**config.mk**
```make
export PLATFORM = sky130hd
export DESIGN_NAME = stream_prefix_sum32
export DESIGN_NICKNAME = d
export VERILOG_FILES = /design/src/rtl/stream_prefix_sum32.sv
export SDC_FILE = /design/constraint.sdc
export NUM_CORES = 1
export LEC_CHECK = 0
export CORE_ASPECT_RATIO = 0.8
export CORE_MARGIN = 8
export CORE_UTILIZATION = 60
export CTS_CLUSTER_SIZE = 14
export DETAILED_ROUTE_END_ITERATION = 12
export GPL_ROUTABILITY_DRIVEN = 0
export PLACE_DENSITY = 0.88
export SETUP_SLACK_MARGIN = 0.02
export SYNTH_ARGS = -nofsm -noshare
export SYNTH_HDL_FRONTEND = slang
export SYNTH_SLANG_ARGS = --single-unit
```
**constraint.sdc**
```tcl
create_clock -name clk -period 5.4 [get_ports clk]
set_input_delay 0.54 -clock clk [delete_from_list [all_inputs] [get_ports clk]]
set_output_delay 0.54 -clock clk [all_outputs]
set_load 0.01 [all_outputs]
```
**src/rtl/stream_prefix_sum32.sv**
```systemverilog
// Stream endpoint that keeps a running modulo-2^DATA_W sum of accepted words
// and queues every updated sum in an output FIFO for the output stream.
module stream_prefix_sum32 #(
  parameter int DATA_W     = 32,
  parameter int FIFO_DEPTH = 16,
  parameter int LVL_W      = 5
) (
  input  logic              clk,
  input  logic              rst_n,
  input  logic              si_valid,
  output logic              si_ready,
  input  logic [DATA_W-1:0] si_data,
  output logic              so_valid,
  input  logic              so_ready,
  output logic [DATA_W-1:0] so_data,
  input  logic              clear,
  output logic [31:0]       word_count,
  output logic [LVL_W-1:0]  fifo_level
);

  localparam int PTR_W = $clog2(FIFO_DEPTH);
  localparam logic [LVL_W-1:0] FULL_LVL = LVL_W'(FIFO_DEPTH);

  logic [DATA_W-1:0] storage [FIFO_DEPTH];
  logic [PTR_W-1:0]  wr_ptr;
  logic [PTR_W-1:0]  rd_ptr;
  logic [DATA_W-1:0] acc;
  logic [DATA_W-1:0] sum_new;
  logic              armed;
  logic              push;
  logic              pop;

  // armed holds si_ready low until the first edge after reset release
  assign si_ready = armed && (fifo_level != FULL_LVL);
  assign so_valid = (fifo_level != '0);
  assign so_data  = storage[rd_ptr];
  assign push     = si_valid && si_ready;
  assign pop      = so_valid && so_ready;
  assign sum_new  = (clear ? '0 : acc) + si_data;

  always_ff @(posedge clk or negedge rst_n) begin
    if (!rst_n) begin
      armed      <= 1'b0;
      acc        <= '0;
      word_count <= '0;
    end else begin
      armed <= 1'b1;
      if (push) begin
        acc        <= sum_new;
        word_count <= (clear ? 32'd0 : word_count) + 32'd1;
      end else if (clear) begin
        acc        <= '0;
        word_count <= '0;
      end
    end
  end

  // Sum storage needs no reset: entries are only read while fifo_level says valid
  always_ff @(posedge clk) begin
    if (push) begin
      storage[wr_ptr] <= sum_new;
    end
  end

  always_ff @(posedge clk or negedge rst_n) begin
    if (!rst_n) begin
      wr_ptr     <= '0;
      rd_ptr     <= '0;
      fifo_level <= '0;
    end else begin
      if (push) begin
        wr_ptr <= wr_ptr + PTR_W'(1);
      end
      if (pop) begin
        rd_ptr <= rd_ptr + PTR_W'(1);
      end
      if (push && !pop) begin
        fifo_level <= fifo_level + LVL_W'(1);
      end else if (pop && !push) begin
        fifo_level <= fifo_level - LVL_W'(1);
      end
    end
  end

endmodule

```
==> summary.txt <==
status - finished, violations left
failing checks - capacitance limit, slew limit
clk_lat worst skew - 620 ps
ys flop type - edfxtp_1
Tightest Pin Transition - 1540 ps
Setup Crit Path Kind - reg -> out
Reg power frac - 0.428
WP depth - 4
Syn. warnings - 0
Die Area - 47900 um2
ys async rst share - 0.132
cell area power density - 487 nW/um2
setup TNS - 0 ps
Avg WL per Cell - 29.8 um
# DRC - 0
post-CTS sizing - 0
Inserted Clock Buffers - 55
worst path required time - 4860 ps
Critical Path, Cell by Cell - buf_12 -> mux4_2 -> mux4_2 -> clkdlybuf4s50_1
Ports - 108
Rel. slew slack - -0.0276
Die Wd - 243 um
Routed Antenna Nets - 0
max cap viols - 2
worst min-delay path category - in -> async
1st-pass router iterations - 6
Switch Pwr - 4.12 mW
CTS Sinks - 590
port bufs - 107
Power Total - 13.8 mW
worst-path fanout max - 62
CP arrival - 3680 ps
EDFF count, synth - 512
Reg clk slew, reported paths - 60 ps
Mapped Avg Cell Area - 18.2 um2
Root Buffer - clkbuf_16
hold_buf cts - 0
Cell variety after synth - 59
Top cell by count, worst path - mux4_2
#FFs+latches synth - 590
filler instances - 2414
Worst Setup End Kind - output port
worst reg-to-reg path cell count - 11
CTS Buffer Depth - 3
Die Y-Extent - 197 um
Peak Freq - 0.237 GHz
Pins Over Slew Limit - 18
CORE AREA - 40600 um2
largest net degree at the start of global routing - 79
DR vias - 14000
Mapped Nets - 1434
CTS tree - built
crit-path max cell delay - 830 ps
H-tree Lvls - 2
CP max stage cell - dfrtp_4
Final Critical Period - 4220 ps
Final #Nets - 1574
share of layout cells above drive strength 1 - 0.212
Net Sw Frac - 0.297
Initial Util - 0.608
Final Hold Fails - 0
clock power share - 0.275
startpoint types - register
initial antenna violation count - 4
r2r setup slk - 1250 ps
sequential share of the synthesized area - 0.702
row count - 66
delay-heaviest family, CP - multiplexers
Leak - 9.71 nW
Routed Wire Length - 62100 um
Vias/cell - 6.71
Synth-to-Final Area Change - 15.2%
global route overflow - 0
Syn Inst Count - 1354
GRT Total Usage - 0.257
RSZ-0062 raised after global routing - false
area of the multi-input gates - 7210 um2
vias in the first global route - 14300
CP bufs+invs - 2
P_int - 9.72 mW
post-detail-place hpwl - 35200 um
postcts setup bufs - 0
Post-Syn Area - 24700 um2
Iter 0 DRT Violations - 1679
final clock skew - 26.6 ps
fin crit share - 0.781
peak supply drop - 0.397 mV
logic gate share of total power - 0.297
Reg area - 17300 um2
Final setup viols - 0
first-pass GRT wire length - 91600 um
==> synthesized netlist by cell type (all sizes together), types with 5 or more instances <==
library cell,count,share of area
o211ai,6,0.0024
o21ai,26,0.0053
a21oi,41,0.0086
mux4,160,0.15
nand3,20,0.0041
and2,5,0.0013
dfrtp,78,0.079
a21o,16,0.0049
nor3,10,0.0022
edfxtp,512,0.62
inv,19,0.0029
buf,24,0.0043
clkbuf,38,0.0058
xor2,28,0.0099
nand4,17,0.0043
xnor2,38,0.013
nor2b,43,0.011
ha,41,0.021
and3,6,0.0015
nand2,98,0.015
nor2,54,0.0082
mux2,10,0.0046
nand2b,6,0.0015
==> stage by stage <==
stage               utilization  instance area [um2]  setup WS, ps  cells  hold slack [ps]
detailed placement        0.655                26600           801   1980              536
floorplan                     -                24700          1390   1354              244
finish                    0.700                28400          1180   2082              106
global placement          0.655                26600          1030   1980              531
global route              0.700                28400           992   2081              171
CTS                       0.698                28400          1090   2080              136
==> power groups by stage <==
| stage | clock network, mW | registers [mW] | logic, mW |
|---|---|---|---|
| final | 3.80 | 5.92 | 4.11 |
| after global routing | 4.01 | 5.96 | 4.33 |
| after CTS | 3.83 | 5.93 | 4.12 |
| after detailed placement | 0 | 6.00 | 4.05 |
| after global placement | 0 | 5.96 | 3.92 |
| after floorplan | 0 | 5.72 | 2.72 |
==> registers in the layout (all words and copies together), names as in the netlist <==
signal	flops
acc	32
armed	1
fifo_level	5
rd_ptr	4
storage	512
word_count	32
wr_ptr	4
==> worst paths after layout <==
check | to | from
max | so_data[12] | rd_ptr[0]
min | acc[23] | rst_n
max reg2reg | storage[9][26] | acc[0]
min reg2reg | word_count[31] | word_count[31]
max in group asynchronous | rd_ptr[0] | rst_n
min in group clk | acc[3] | clear
==> layout make-up <==
cell class | count | area share
Sequential cell | 590 | 0.610
Multi-Input combinational cell | 683 | 0.254
Clock buffer | 74 | 0.0520
Timing Repair Buffer | 145 | 0.0487
Tap cell | 544 | 0.0239
Clock inverter | 26 | 0.00959
Inverter | 19 | 0.00251
Antenna cell | 1 | 0.0000880
==> cells by family (layout without fill, tap and decap cells) <==
kind of cell               after synthesis  in the layout  synth area share
buffers and inverters                   81            264            0.0130
other                                    1              2          0.000152
DFF                                    590            590             0.702
AOI/OAI and AO/OA                      121            121            0.0325
adders and majority gates               43             43            0.0224
and+or+nand+nor                        281            281            0.0561
muxes                                  171            171             0.151
xor gates and xnor gates                66             66            0.0234
==> routing by layer <==
layer	global-route usage	part of all wire
met5	0	0.00040
met4	0.0958	0.039
met3	0.0591	0.10
met2	0.425	0.48
met1	0.335	0.37
==> layout by cell type, fill, tap and decap left out, drive strengths merged, types with 4 or more instances in the layout <==
master	synthesis	final
and2	5	5
o21bai	4	4
nand4	17	17
edfxtp	512	512
a21oi	41	41
clkdlybuf4s50	0	105
a21o	16	16
nand2	98	98
dfrtp	78	78
xor2	28	28
and4	4	4
mux2	10	10
o21ai	26	26
nand3	20	20
o211ai	6	6
clkbuf	38	74
nor2b	43	43
nand2b	6	6
mux4	160	160
clkinvlp	0	4
ha	41	41
or3	4	4
xnor2	38	38
buf	24	40
and3	6	6
clkinv	0	17
nor3	10	10
a21boi	4	4
nor2	54	54
inv	19	20
bufinv	0	4
==> worst register-to-register path, cell delays in order, from the launching register on <==
cell,delay [ps]
dfrtp_1,350
nor2b_1,140
ha_1,220
fa_1,460
a21oi_1,240
o21ai_0,170
a21oi_1,330
nor3_1,140
or2_2,350
a31oi_4,250
o21ai_0,140
xnor2_1,990
Power figures use the tool's default switching activity.
